$ cat src/rtl/apb_arb_pkg.sv
// ---------------------------------------------------------------------------
// apb_arb_pkg
// Shared types and helpers for the APB round-robin arbiter.
//   arb_state_e        : transfer sequencer states (IDLE / SETUP / ACCESS)
//   TIMEOUT_CYCLES_DEF : default ACCESS-phase watchdog limit
//   idx_w()            : width of a binary master index, never less than 1
// ---------------------------------------------------------------------------
package apb_arb_pkg;

  typedef enum logic [1:0] {
    IDLE   = 2'd0,
    SETUP  = 2'd1,
    ACCESS = 2'd2
  } arb_state_e;

  localparam int TIMEOUT_CYCLES_DEF = 64;

  // A single master still needs a 1-bit index port.
  function automatic int idx_w(input int n);
    return (n > 1) ? $clog2(n) : 1;
  endfunction

endpackage

$ cat src/rtl/apb_rr_pick.sv
// ---------------------------------------------------------------------------
// apb_rr_pick
// Combinational rotating-priority picker. Searches elig_i upward starting at
// ptr_i, wrapping from N-1 to 0, and reports the first set bit.
// Ports:
//   elig_i   [N-1:0]  eligible request vector
//   ptr_i    [IW-1:0] search start index (always < N)
//   any_o             at least one eligible request
//   onehot_o [N-1:0]  one-hot winner (zero when any_o=0)
//   idx_o    [IW-1:0] binary winner index (zero when any_o=0)
// ---------------------------------------------------------------------------
module apb_rr_pick
  import apb_arb_pkg::*;
#(
  parameter int  N  = 9,
  localparam int IW = idx_w(N)
) (
  input  logic [N-1:0]  elig_i,
  input  logic [IW-1:0] ptr_i,
  output logic          any_o,
  output logic [N-1:0]  onehot_o,
  output logic [IW-1:0] idx_o
);

  logic [N-1:0] w_rot;
  logic [IW:0]  w_off;
  logic [IW:0]  w_raw;
  logic [IW:0]  w_sum;

  // Rotate so that bit 0 of w_rot corresponds to elig_i[ptr_i].
  assign w_rot = N'({elig_i, elig_i} >> ptr_i);
  assign any_o = |w_rot;

  // Lowest set bit of the rotated vector = distance from ptr_i to the winner.
  always_comb begin
    w_off = {(IW+1){1'b0}};
    for (int i = N - 1; i >= 0; i--) begin
      if (w_rot[i]) begin
        w_off = (IW+1)'(i);
      end else begin
        w_off = w_off;
      end
    end
  end

  assign w_raw = {1'b0, ptr_i} + w_off;

  // Undo the rotation: winner = (ptr_i + offset) mod N.
  always_comb begin
    if (w_raw >= (IW+1)'(N)) begin
      w_sum = w_raw - (IW+1)'(N);
    end else begin
      w_sum = w_raw;
    end
  end

  assign idx_o    = any_o ? IW'(w_sum) : {IW{1'b0}};
  assign onehot_o = any_o ? (N'(1'b1) << idx_o) : {N{1'b0}};

endmodule

$ cat src/rtl/apb_rr_arbiter.sv
// ---------------------------------------------------------------------------
// apb_rr_arbiter
// Round-robin arbiter and transfer sequencer for an N-master to 1-slave APB
// mux. Grants one master at a time, drives slave PSEL/PENABLE through SETUP
// and ACCESS, and holds the grant until the slave returns PREADY.
// Optional build macro: APB_ARB_TIMEOUT_EN adds an ACCESS-phase watchdog.
// Ports:
//   PCLK         clock, all state on rising edge
//   PRESET       asynchronous active-high reset
//   req_i        per-master PSEL, bit i = master i
//   pready_m_i   PREADY from slave
//   gnt_o        one-hot grant, zero when idle
//   gnt_idx_o    binary index of granted master (zero when idle)
//   gnt_vld_o    grant active (SETUP or ACCESS)
//   psel_m_o     PSEL to slave
//   penable_m_o  PENABLE to slave
//   done_o       one-cycle pulse after a completed transfer
//   timeout_o    one-cycle watchdog abort pulse (0 without APB_ARB_TIMEOUT_EN)
// ---------------------------------------------------------------------------
module apb_rr_arbiter
  import apb_arb_pkg::*;
#(
  parameter int  NUM_APB_MASTERS = 9,
  parameter int  TIMEOUT_CYCLES  = TIMEOUT_CYCLES_DEF,
  localparam int IDX_W           = idx_w(NUM_APB_MASTERS)
) (
  input  logic                       PCLK,
  input  logic                       PRESET,
  input  logic [NUM_APB_MASTERS-1:0] req_i,
  input  logic                       pready_m_i,
  output logic [NUM_APB_MASTERS-1:0] gnt_o,
  output logic [IDX_W-1:0]           gnt_idx_o,
  output logic                       gnt_vld_o,
  output logic                       psel_m_o,
  output logic                       penable_m_o,
  output logic                       done_o,
  output logic                       timeout_o
);

  arb_state_e                 r_state, w_state;
  logic [NUM_APB_MASTERS-1:0] r_gnt, w_gnt;
  logic [IDX_W-1:0]           r_gnt_idx, w_gnt_idx;
  logic                       r_gnt_vld, w_gnt_vld;
  logic                       r_psel, w_psel;
  logic                       r_penable, w_penable;
  logic                       r_done, w_done;
  logic [IDX_W-1:0]           r_rr_ptr, w_rr_ptr;
  logic [NUM_APB_MASTERS-1:0] r_last_mask, w_last_mask;

  logic [NUM_APB_MASTERS-1:0] w_elig;
  logic                       w_pick_any;
  logic [NUM_APB_MASTERS-1:0] w_pick_oh;
  logic [IDX_W-1:0]           w_pick_idx;
  logic [IDX_W-1:0]           w_ptr_adv;
  logic                       w_own_req;

`ifdef APB_ARB_TIMEOUT_EN
  localparam int TCNT_W = $clog2(TIMEOUT_CYCLES + 1);
  logic [TCNT_W-1:0] r_tcnt, w_tcnt;
  logic              r_timeout, w_timeout;
`else
  logic w_unused_timeout;
  assign w_unused_timeout = (TIMEOUT_CYCLES > 0);
`endif

  // The master that just finished usually still shows PSEL for one cycle.
  assign w_elig    = req_i & ~r_last_mask;
  assign w_own_req = |(req_i & r_gnt);
  assign w_ptr_adv = (r_gnt_idx == IDX_W'(NUM_APB_MASTERS - 1)) ? {IDX_W{1'b0}}
                                                               : r_gnt_idx + IDX_W'(1'b1);

  apb_rr_pick #(
    .N (NUM_APB_MASTERS)
  ) u_pick (
    .elig_i   (w_elig),
    .ptr_i    (r_rr_ptr),
    .any_o    (w_pick_any),
    .onehot_o (w_pick_oh),
    .idx_o    (w_pick_idx)
  );

  // Next-state and next-output logic for the IDLE/SETUP/ACCESS sequencer.
  always_comb begin
    w_state     = r_state;
    w_gnt       = r_gnt;
    w_gnt_idx   = r_gnt_idx;
    w_gnt_vld   = r_gnt_vld;
    w_psel      = r_psel;
    w_penable   = r_penable;
    w_done      = 1'b0;
    w_rr_ptr    = r_rr_ptr;
    w_last_mask = r_last_mask;
`ifdef APB_ARB_TIMEOUT_EN
    w_timeout   = 1'b0;
    w_tcnt      = {TCNT_W{1'b0}};
`endif
    case (r_state)
      IDLE: begin
        w_last_mask = {NUM_APB_MASTERS{1'b0}};
        if (w_pick_any) begin
          w_gnt     = w_pick_oh;
          w_gnt_idx = w_pick_idx;
          w_gnt_vld = 1'b1;
          w_psel    = 1'b1;
          w_penable = 1'b0;
          w_state   = SETUP;
        end else begin
          w_gnt     = {NUM_APB_MASTERS{1'b0}};
          w_gnt_idx = {IDX_W{1'b0}};
          w_gnt_vld = 1'b0;
          w_psel    = 1'b0;
          w_penable = 1'b0;
        end
      end
      SETUP: begin
        if (w_own_req) begin
          w_penable = 1'b1;
          w_state   = ACCESS;
        end else begin
          // Granted master withdrew PSEL: abort without crediting it.
          w_gnt     = {NUM_APB_MASTERS{1'b0}};
          w_gnt_idx = {IDX_W{1'b0}};
          w_gnt_vld = 1'b0;
          w_psel    = 1'b0;
          w_penable = 1'b0;
          w_state   = IDLE;
        end
      end
      ACCESS: begin
        if (!w_own_req) begin
          w_gnt     = {NUM_APB_MASTERS{1'b0}};
          w_gnt_idx = {IDX_W{1'b0}};
          w_gnt_vld = 1'b0;
          w_psel    = 1'b0;
          w_penable = 1'b0;
          w_state   = IDLE;
        end else if (pready_m_i) begin
          w_done      = 1'b1;
          w_rr_ptr    = w_ptr_adv;
          w_last_mask = r_gnt;
          w_gnt       = {NUM_APB_MASTERS{1'b0}};
          w_gnt_idx   = {IDX_W{1'b0}};
          w_gnt_vld   = 1'b0;
          w_psel      = 1'b0;
          w_penable   = 1'b0;
          w_state     = IDLE;
        end else begin
`ifdef APB_ARB_TIMEOUT_EN
          if (r_tcnt == TCNT_W'(TIMEOUT_CYCLES - 1)) begin
            // Stalled slave: drop the transfer and move past this master.
            w_timeout   = 1'b1;
            w_rr_ptr    = w_ptr_adv;
            w_last_mask = r_gnt;
            w_gnt       = {NUM_APB_MASTERS{1'b0}};
            w_gnt_idx   = {IDX_W{1'b0}};
            w_gnt_vld   = 1'b0;
            w_psel      = 1'b0;
            w_penable   = 1'b0;
            w_state     = IDLE;
          end else begin
            w_tcnt  = r_tcnt + TCNT_W'(1'b1);
            w_state = ACCESS;
          end
`else
          w_state = ACCESS;
`endif
        end
      end
      default: begin
        w_gnt     = {NUM_APB_MASTERS{1'b0}};
        w_gnt_idx = {IDX_W{1'b0}};
        w_gnt_vld = 1'b0;
        w_psel    = 1'b0;
        w_penable = 1'b0;
        w_state   = IDLE;
      end
    endcase
  end

  // State, grant and pointer registers.
  always_ff @(posedge PCLK or posedge PRESET) begin
    if (PRESET) begin
      r_state     <= IDLE;
      r_gnt       <= {NUM_APB_MASTERS{1'b0}};
      r_gnt_idx   <= {IDX_W{1'b0}};
      r_gnt_vld   <= 1'b0;
      r_psel      <= 1'b0;
      r_penable   <= 1'b0;
      r_done      <= 1'b0;
      r_rr_ptr    <= {IDX_W{1'b0}};
      r_last_mask <= {NUM_APB_MASTERS{1'b0}};
    end else begin
      r_state     <= w_state;
      r_gnt       <= w_gnt;
      r_gnt_idx   <= w_gnt_idx;
      r_gnt_vld   <= w_gnt_vld;
      r_psel      <= w_psel;
      r_penable   <= w_penable;
      r_done      <= w_done;
      r_rr_ptr    <= w_rr_ptr;
      r_last_mask <= w_last_mask;
    end
  end

`ifdef APB_ARB_TIMEOUT_EN
  // ACCESS-phase watchdog counter and its abort pulse.
  always_ff @(posedge PCLK or posedge PRESET) begin
    if (PRESET) begin
      r_tcnt    <= {TCNT_W{1'b0}};
      r_timeout <= 1'b0;
    end else begin
      r_tcnt    <= w_tcnt;
      r_timeout <= w_timeout;
    end
  end

  assign timeout_o = r_timeout;
`else
  assign timeout_o = 1'b0;
`endif

  assign gnt_o       = r_gnt;
  assign gnt_idx_o   = r_gnt_idx;
  assign gnt_vld_o   = r_gnt_vld;
  assign psel_m_o    = r_psel;
  assign penable_m_o = r_penable;
  assign done_o      = r_done;

endmodule

$ cat config.mk
export PLATFORM = sky130hd
export DESIGN_NAME = apb_rr_arbiter
export DESIGN_NICKNAME = d
export VERILOG_FILES = /design/src/rtl/apb_arb_pkg.sv /design/src/rtl/apb_rr_pick.sv /design/src/rtl/apb_rr_arbiter.sv
export SDC_FILE = /design/constraint.sdc
export NUM_CORES = 1
export LEC_CHECK = 0
export CAP_MARGIN = 5
export CORE_MARGIN = 10
export CORE_UTILIZATION = 48
export CTS_CLUSTER_SIZE = 25
export DETAILED_ROUTE_END_ITERATION = 16
export PLACE_DENSITY = 0.77
export RECOVER_POWER = 25
export SLEW_MARGIN = 20
export SYNTH_ARGS = -nofsm -noshare
export SYNTH_HDL_FRONTEND = slang
export SYNTH_HIERARCHICAL = 1
export SYNTH_SLANG_ARGS = --single-unit
$ cat constraint.sdc
create_clock -name PCLK -period 4.2 [get_ports PCLK]
set_input_delay 0.42 -clock PCLK [delete_from_list [all_inputs] [get_ports PCLK]]
set_output_delay 0.42 -clock PCLK [all_outputs]
set_load 0.02 [all_outputs]
==> Word level (Yosys, flattened, before mapping) <==
Index checks and enable logic that the tools add are counted.
{ "classes": {"n_addsub": 3, "magnitude_cmp": 1, "eq_ne": 8, "shifts": 2, "n_mux": 40, "n_bitwise": 3, "reduce_logical": 7} }
{ "op_table": {"columns": ["op", "n"], "rows": [
  ["$mux 4", 16],
  ["$mux 9", 6],
  ["$pmux 9 s3", 1],
  ["$and 9x9->9", 2],
  ["$pmux 9 s2", 1],
  ["$reduce_or 9->1", 2],
  ["$shr 18x4->9", 1],
  ["$pmux 4 s3", 1],
  ["$not 9->9", 1],
  ["$shl 1x4->9 const A", 1],
  ["$mux 1", 8],
  ["$mux 2", 4],
  ["$ne 2x2->1 const B", 3],
  ["$pmux 2 s3", 1],
  ["$reduce_and 3->1", 2],
  ["$add 4x4->5", 1],
  ["$ge 5x4->1 const B", 1],
  ["$add 4x1->4 const B", 1],
  ["$eq 4x4->1 const B", 1],
  ["$sub 4x4->4 const B", 1],
  ["$ne 3x3->1 const B", 1],
  ["$pmux 1 s3", 1],
  ["$eq 2x1->1 const B", 1],
  ["$eq 2x2->1 const B", 1],
  ["5 further kinds", 5]
]} }
{ "totals": {"ff_bits": 31, "input_bits": 12, "out_inout_bits": 18, "elab_cells": 72} }

==> Longest topological paths before layout <==
{ "depth": {"word_depth": 19, "ltp_mapped": 18, "mapped_depth_nobuf": 17} }

==> Modules after synthesis <==
The synthesis kept the hierarchy.
{ "by_module_without_submodules": {"columns": ["module", "n_inst", "cells_each", "area_each_um2", "seq_area_each_um2"], "rows": [
  ["apb_rr_arbiter", 1, 106, 1325.0, 775.7],
  ["apb_rr_pick", 1, 153, 1214.9, 0.0]
]} }

==> Worst setup path after synthesis <==
Ideal clock, no wire load.
{ "synth_timing": {"path_kind": "register -> register", "start": "register r_rr_ptr[1]", "end": "register r_gnt[5], in the netlist gnt_o[5]", "setup_time_ns": 0.121, "arrival_time_ns": 4.198, "t_required_ns": 4.079, "slack_ns": -0.119, "stages_incl_launch_ff": 16, "period_less_slack_ns": 4.319, "path_cell_list": "dfrtp_1 > buf_6 > mux2_1 > mux4_2 > a21oi_2 > o21ai_1 > o221a_1 > ha_1 > fa_1 > inv_1 > ha_1 > nor4_1 > o31a_1 > mux2_2 > nor4bb_1 > a22o_1"} }
{ "synth_between": {"elab_chain_cells": 17, "word_cells_on_any_way": 19, "cone_classes": "2 x add/sub; 1 x order compare; 2 x shift; 13 x mux; 1 x reduce/logical"} }
{ "synth_rtl": {"columns": ["item", "line", "rtl"], "rows": [
  ["from (decl)", "apb_rr_arbiter.sv:47", "logic [IDX_W-1:0] r_rr_ptr, w_rr_ptr;"],
  ["from (signal assigned)", "apb_rr_arbiter.sv:190", "r_rr_ptr <= {IDX_W{1'b0}};"],
  ["from (signal assigned)", "apb_rr_arbiter.sv:200", "r_rr_ptr <= w_rr_ptr;"],
  ["$shr 18x4->9", "apb_rr_pick.sv:31", "assign w_rot = N'({elig_i, elig_i} >> ptr_i);"],
  ["$mux 4 (9 in series)", "apb_rr_pick.sv:38", "if (w_rot[i]) begin"],
  ["$add 4x4->5", "apb_rr_pick.sv:46", "assign w_raw = {1'b0, ptr_i} + w_off;"],
  ["$sub 4x4->4 / $ge 5x4->1 (equally long branches)", "apb_rr_pick.sv:51, apb_rr_pick.sv:50", null],
  ["$mux 4", "apb_rr_pick.sv:50", "if (w_raw >= (IW+1)'(N)) begin"],
  ["$mux 4 (*)", "apb_rr_pick.sv:57", "assign idx_o = any_o ? IW'(w_sum) : {IW{1'b0}};"],
  ["$shl 1x4->9 (*)", "apb_rr_pick.sv:58", "assign onehot_o = any_o ? (N'(1'b1) << idx_o) : {N{1'b0}};"],
  ["via w_pick_oh[5]", "apb_rr_arbiter.sv:52", "logic [NUM_APB_MASTERS-1:0] w_pick_oh;"],
  ["$mux 9 (*)", "apb_rr_arbiter.sv:100", "if (w_pick_any) begin"],
  ["$pmux 9 s3 (*)", "apb_rr_arbiter.sv:97", "case (r_state)"],
  ["to (signal assigned)", "apb_rr_arbiter.sv:184", "r_gnt <= {NUM_APB_MASTERS{1'b0}};"],
  ["to (signal assigned)", "apb_rr_arbiter.sv:194", "r_gnt <= w_gnt;"],
  ["to (decl)", "apb_rr_arbiter.sv:41", "logic [NUM_APB_MASTERS-1:0] r_gnt, w_gnt;"]
]} }
Mark *: on every way through the listed nets, which the timed path passes. The rest lies on a longest branch.
A chain may end at the register's enable or synchronous reset.

==> Worst setup path after layout <==
Same ends and word-level chain as after synthesis.

==> flow_metrics.tcl <==
set metrics [dict create \
    ys_seq_area_frac 0.305 \
    worst_ep_required_time_ns 4.37 \
    post_synth_xor_area_fraction 0.0103 \
    wire_length_of_the_first_global_routing_pass_um 13200 \
    fp.dieArea_mm2 0.00860 \
    power_density_mw_per_mm2 786 \
    drt_drc_violations_left 0 \
    post_synth_num_cell_types 74 \
    combinationalPowerShare 0.771 \
    final_nets 378 \
    final_min_period_over_clock_period 1.04 \
    power.static_leakage_uw 0.00166 \
    design_power_total_uw 2920 \
    max_incr_delay_on_cp_ns 0.58 \
    clock_insertion_delay_worst_skew_ns 0.28 \
    worst_setup_path_start "r_rr_ptr[1]" \
    cts_buffer_depth 2 \
    synth_top_area_cell "sky130_fd_sc_hd__dfrtp_1" \
    r2r_start "r_rr_ptr[1]" \
    drt_pass1_iterations 4 \
    crit_path_end_kind "register" \
    boundaryPins 30 \
    regToRegEndpoint "gnt_o[5]" \
    setup_viol 10 \
    area_of_the_placeable_core_mm2 0.00511 \
    worstSetupPathType "reg -> reg" \
    number_of_h_tree_branching_levels 2 \
    maxClockFrequency_mhz 229 \
    rows 26 \
    synth-compound-area-share 0.239 \
    finalNonFillerCells 426 \
    cts_tree "yes" \
    ys_async_sr_fraction 1.00 \
    dr.first_iter.drc_count 102 \
    placedCellCount 409 \
    p_sw_frac 0.439 \
    yosys.area_share.simple 0.208 \
    regToRegSetupSlack_ns -0.16 \
    grt_use_total 0.186 \
    post_synth.cell_area_avg_um2 9.81 \
    antenna_cells 0 \
    cp.arrival_ns 4.53 \
    synthCells 259 \
    grt_start_max_net_pins 32 \
    cts_made_buffers 5 \
    dieHeight_um 92.7 \
    yosys.area_share.adder 0.0473 \
    path_depth 15 \
    clockRootBuffer "sky130_fd_sc_hd__clkbuf_8" \
    netSwitchingPower_uw 1280 \
    synth.most_common_cell "sky130_fd_sc_hd__dfrtp_1" \
    cp_cell_sequence "buf_6, mux2_4, mux4_2, mux2i_4, nand2_1, o221a_1, ha_4, fa_2, inv_2, ha_4, nor4_4, o31a_1, mux2_4, nor4bb_4, a22o_1" \
    synth.cells.most_frequent "sky130_fd_sc_hd__dfrtp_1, sky130_fd_sc_hd__a22o_1, sky130_fd_sc_hd__nor2_1" \
    place.detailed.hpwl_um 5680 \
    final_core_util 0.728 \
    edff_count_synth 0 \
    vdd.ir_drop.worst_v 0.000736 \
    clock_net_sink_count 31 \
    finalWorstSetupSlack_ns -0.163 \
    cts.clk_slew.worst_paths_ns 0.06 \
    grt_antenna_before_repair 0 \
    cap_viol_max_count 1 \
    post-synth-top-area-fraction 0.305 \
    place.port_buffers 28 \
    report.final.slew_viol_count 32 \
    synth.area.mux_share 0.135 \
    critical_path.endpoint "gnt_o[5]" \
    yosys_warnings 6 \
    crit_buf_inv 2 \
    detail_route.wirelength_um 7940 \
    hold_path_class "reg -> reg" \
    post_synthesis_net_count 280 \
    timing.reg2reg.worst_path_depth 15 \
    path_delay_family "multiplexers" \
    yosys-top-cells-area "sky130_fd_sc_hd__dfrtp_1, sky130_fd_sc_hd__a22o_1, sky130_fd_sc_hd__mux2i_1, sky130_fd_sc_hd__ha_1, sky130_fd_sc_hd__nor2b_1" \
    layout_stage_area_growth_over_the_synthesis_result_pct 46.4 \
    power_frac_seq 0.157 \
    cts.hold.buffers_added 0 \
    synth.ff_latch_count 31 \
    largest_driver_fanout_on_the_critical_path 8 \
    sum_of_negative_setup_slack_ns -0.954 \
    die_w_um 92.7 \
    clkPwrFrac 0.072 \
    worst_setup_path_start_kind "register" \
    worst_slew_pin_slew_ns 1.61 \
    drtAntennaViolNets 0 \
    final_hold_violation_count 0 \
    min_period_ns 4.36 \
    largest_family_of_logic_cells_by_synthesized_area "compound AO/OA/AOI/OAI gates" \
    violations_in_the_final_reports "capacitance limit, slew limit, setup timing" \
    netlist_area_mm2 0.00254 \
    relSlewSlack -0.0741 \
    initial_utilization 0.497 \
    globalplace.congestion 0.845 \
    grt_setup_unrepaired "true" \
    grt_pass1_vias 2632 \
    outcome "finished with violations" \
    via_density 5.97 \
    synth_ff_type "sky130_fd_sc_hd__dfrtp_1" \
    internal-power_uw 1640 \
    grt_overflow 0 \
    worst_clock_skew_ns 0.00835 \
    placement.setup.worst_slack_ns -0.764 \
    drt-wirelength-per-cell_um 18.6 \
    post_route_cells_drive_above_1_share 0.399 \
    vias 2545 \
    worst_path_max_delay_cell "sky130_fd_sc_hd__fa_2" \
]
-- placed cells by master (no fill, tap or decap), types with 3 or more instances in the layout --
cell	n
sky130_fd_sc_hd__buf_4	71
sky130_fd_sc_hd__dfrtp_1	29
sky130_fd_sc_hd__a22o_1	22
sky130_fd_sc_hd__nor2_1	21
sky130_fd_sc_hd__clkdlybuf4s50_1	19
sky130_fd_sc_hd__nand2_1	9
sky130_fd_sc_hd__nor2b_4	9
sky130_fd_sc_hd__mux2i_1	9
sky130_fd_sc_hd__inv_1	8
sky130_fd_sc_hd__nand3_1	7
sky130_fd_sc_hd__o22ai_1	7
sky130_fd_sc_hd__nor2b_1	5
sky130_fd_sc_hd__a22oi_1	5
sky130_fd_sc_hd__nand2b_1	5
sky130_fd_sc_hd__ha_1	5
sky130_fd_sc_hd__clkbuf_8	5
sky130_fd_sc_hd__mux2_4	5
sky130_fd_sc_hd__o21ai_0	4
sky130_fd_sc_hd__mux2_2	4
sky130_fd_sc_hd__clkdlybuf4s15_1	4
sky130_fd_sc_hd__buf_6	4
sky130_fd_sc_hd__a21oi_1	4
sky130_fd_sc_hd__mux4_2	4
sky130_fd_sc_hd__dlygate4sd2_1	3
sky130_fd_sc_hd__nor4bb_4	3
-- power groups by stage --
stage               sequential, µW  combinational, µW  clock [µW]
floorplan                      459               1150           0
global placement               453               1820           0
detailed placement             455               1860           0
CTS                            453               2060         212
global route                   470               2440         223
finish                         459               2250         209
-- logic make-up after synthesis --
logic type,count (synthesis)
adders and majority gates,9
buffers and inverters,24
AOI/OAI and AO/OA,76
DFF,31
other,1
and+or+nand+nor,89
muxes,26
xor gates and xnor gates,3
-- sequential cells by signal, indices dropped and copies added (netlist names) --
name / count
done_o: 1
r_state: 2
r_rr_ptr: 4
penable_m_o: 1
gnt_idx_o: 4
psel_m_o: 1
gnt_o: 9
r_last_mask: 9
-- per-stage QoR --
stage,cell area (µm²),hold WS (ns)
6_report,3720,0.495
4_1_cts,3610,0.499
3_5_place_dp,3340,0.483
3_3_place_gp,3340,0.477
5_1_grt,3720,0.535
2_1_floorplan,2560,0.466
-- worst min-delay path by stage --
stage	slack (ns)	start	cells past startpoint	endpoint
finish	0.50	penable_m_o	1	penable_m_o
floorplan	0.47	r_last_mask[0]	1	r_last_mask[0]
CTS	0.50	penable_m_o	1	penable_m_o
global route	0.53	penable_m_o	1	penable_m_o
global placement	0.48	penable_m_o	1	penable_m_o
detailed placement	0.48	penable_m_o	1	penable_m_o
-- metal layers --
layer  global-route usage  up-vias  part of all wire  wire, µm
met5                    0        -                 0         0
met4               0.0848        0             0.030       242
met3               0.0291       21             0.050       398
met2                0.328       91              0.52      4120
met1                0.216     1248              0.40      3170
li1                     -     1185                 -         -
-- final cells by class --
cell class              count  area (µm²)
flip-flops and latches     31         778
clock buffers               6        72.6
inverters                  10        37.5
multi-input cells         204        1870
repair buffers            105         873
fillers                   350        1390
well taps                  70        87.6
-- repair_timing --
item                                    4_1_cts  5_1_grt
buffers inserted                              8        3
gates resized for setup                      44       22
cloned                                        0        0
pin swaps                                    10       10
endpoints found under the setup margin       13       13
(Power assumes the default switching activity.)
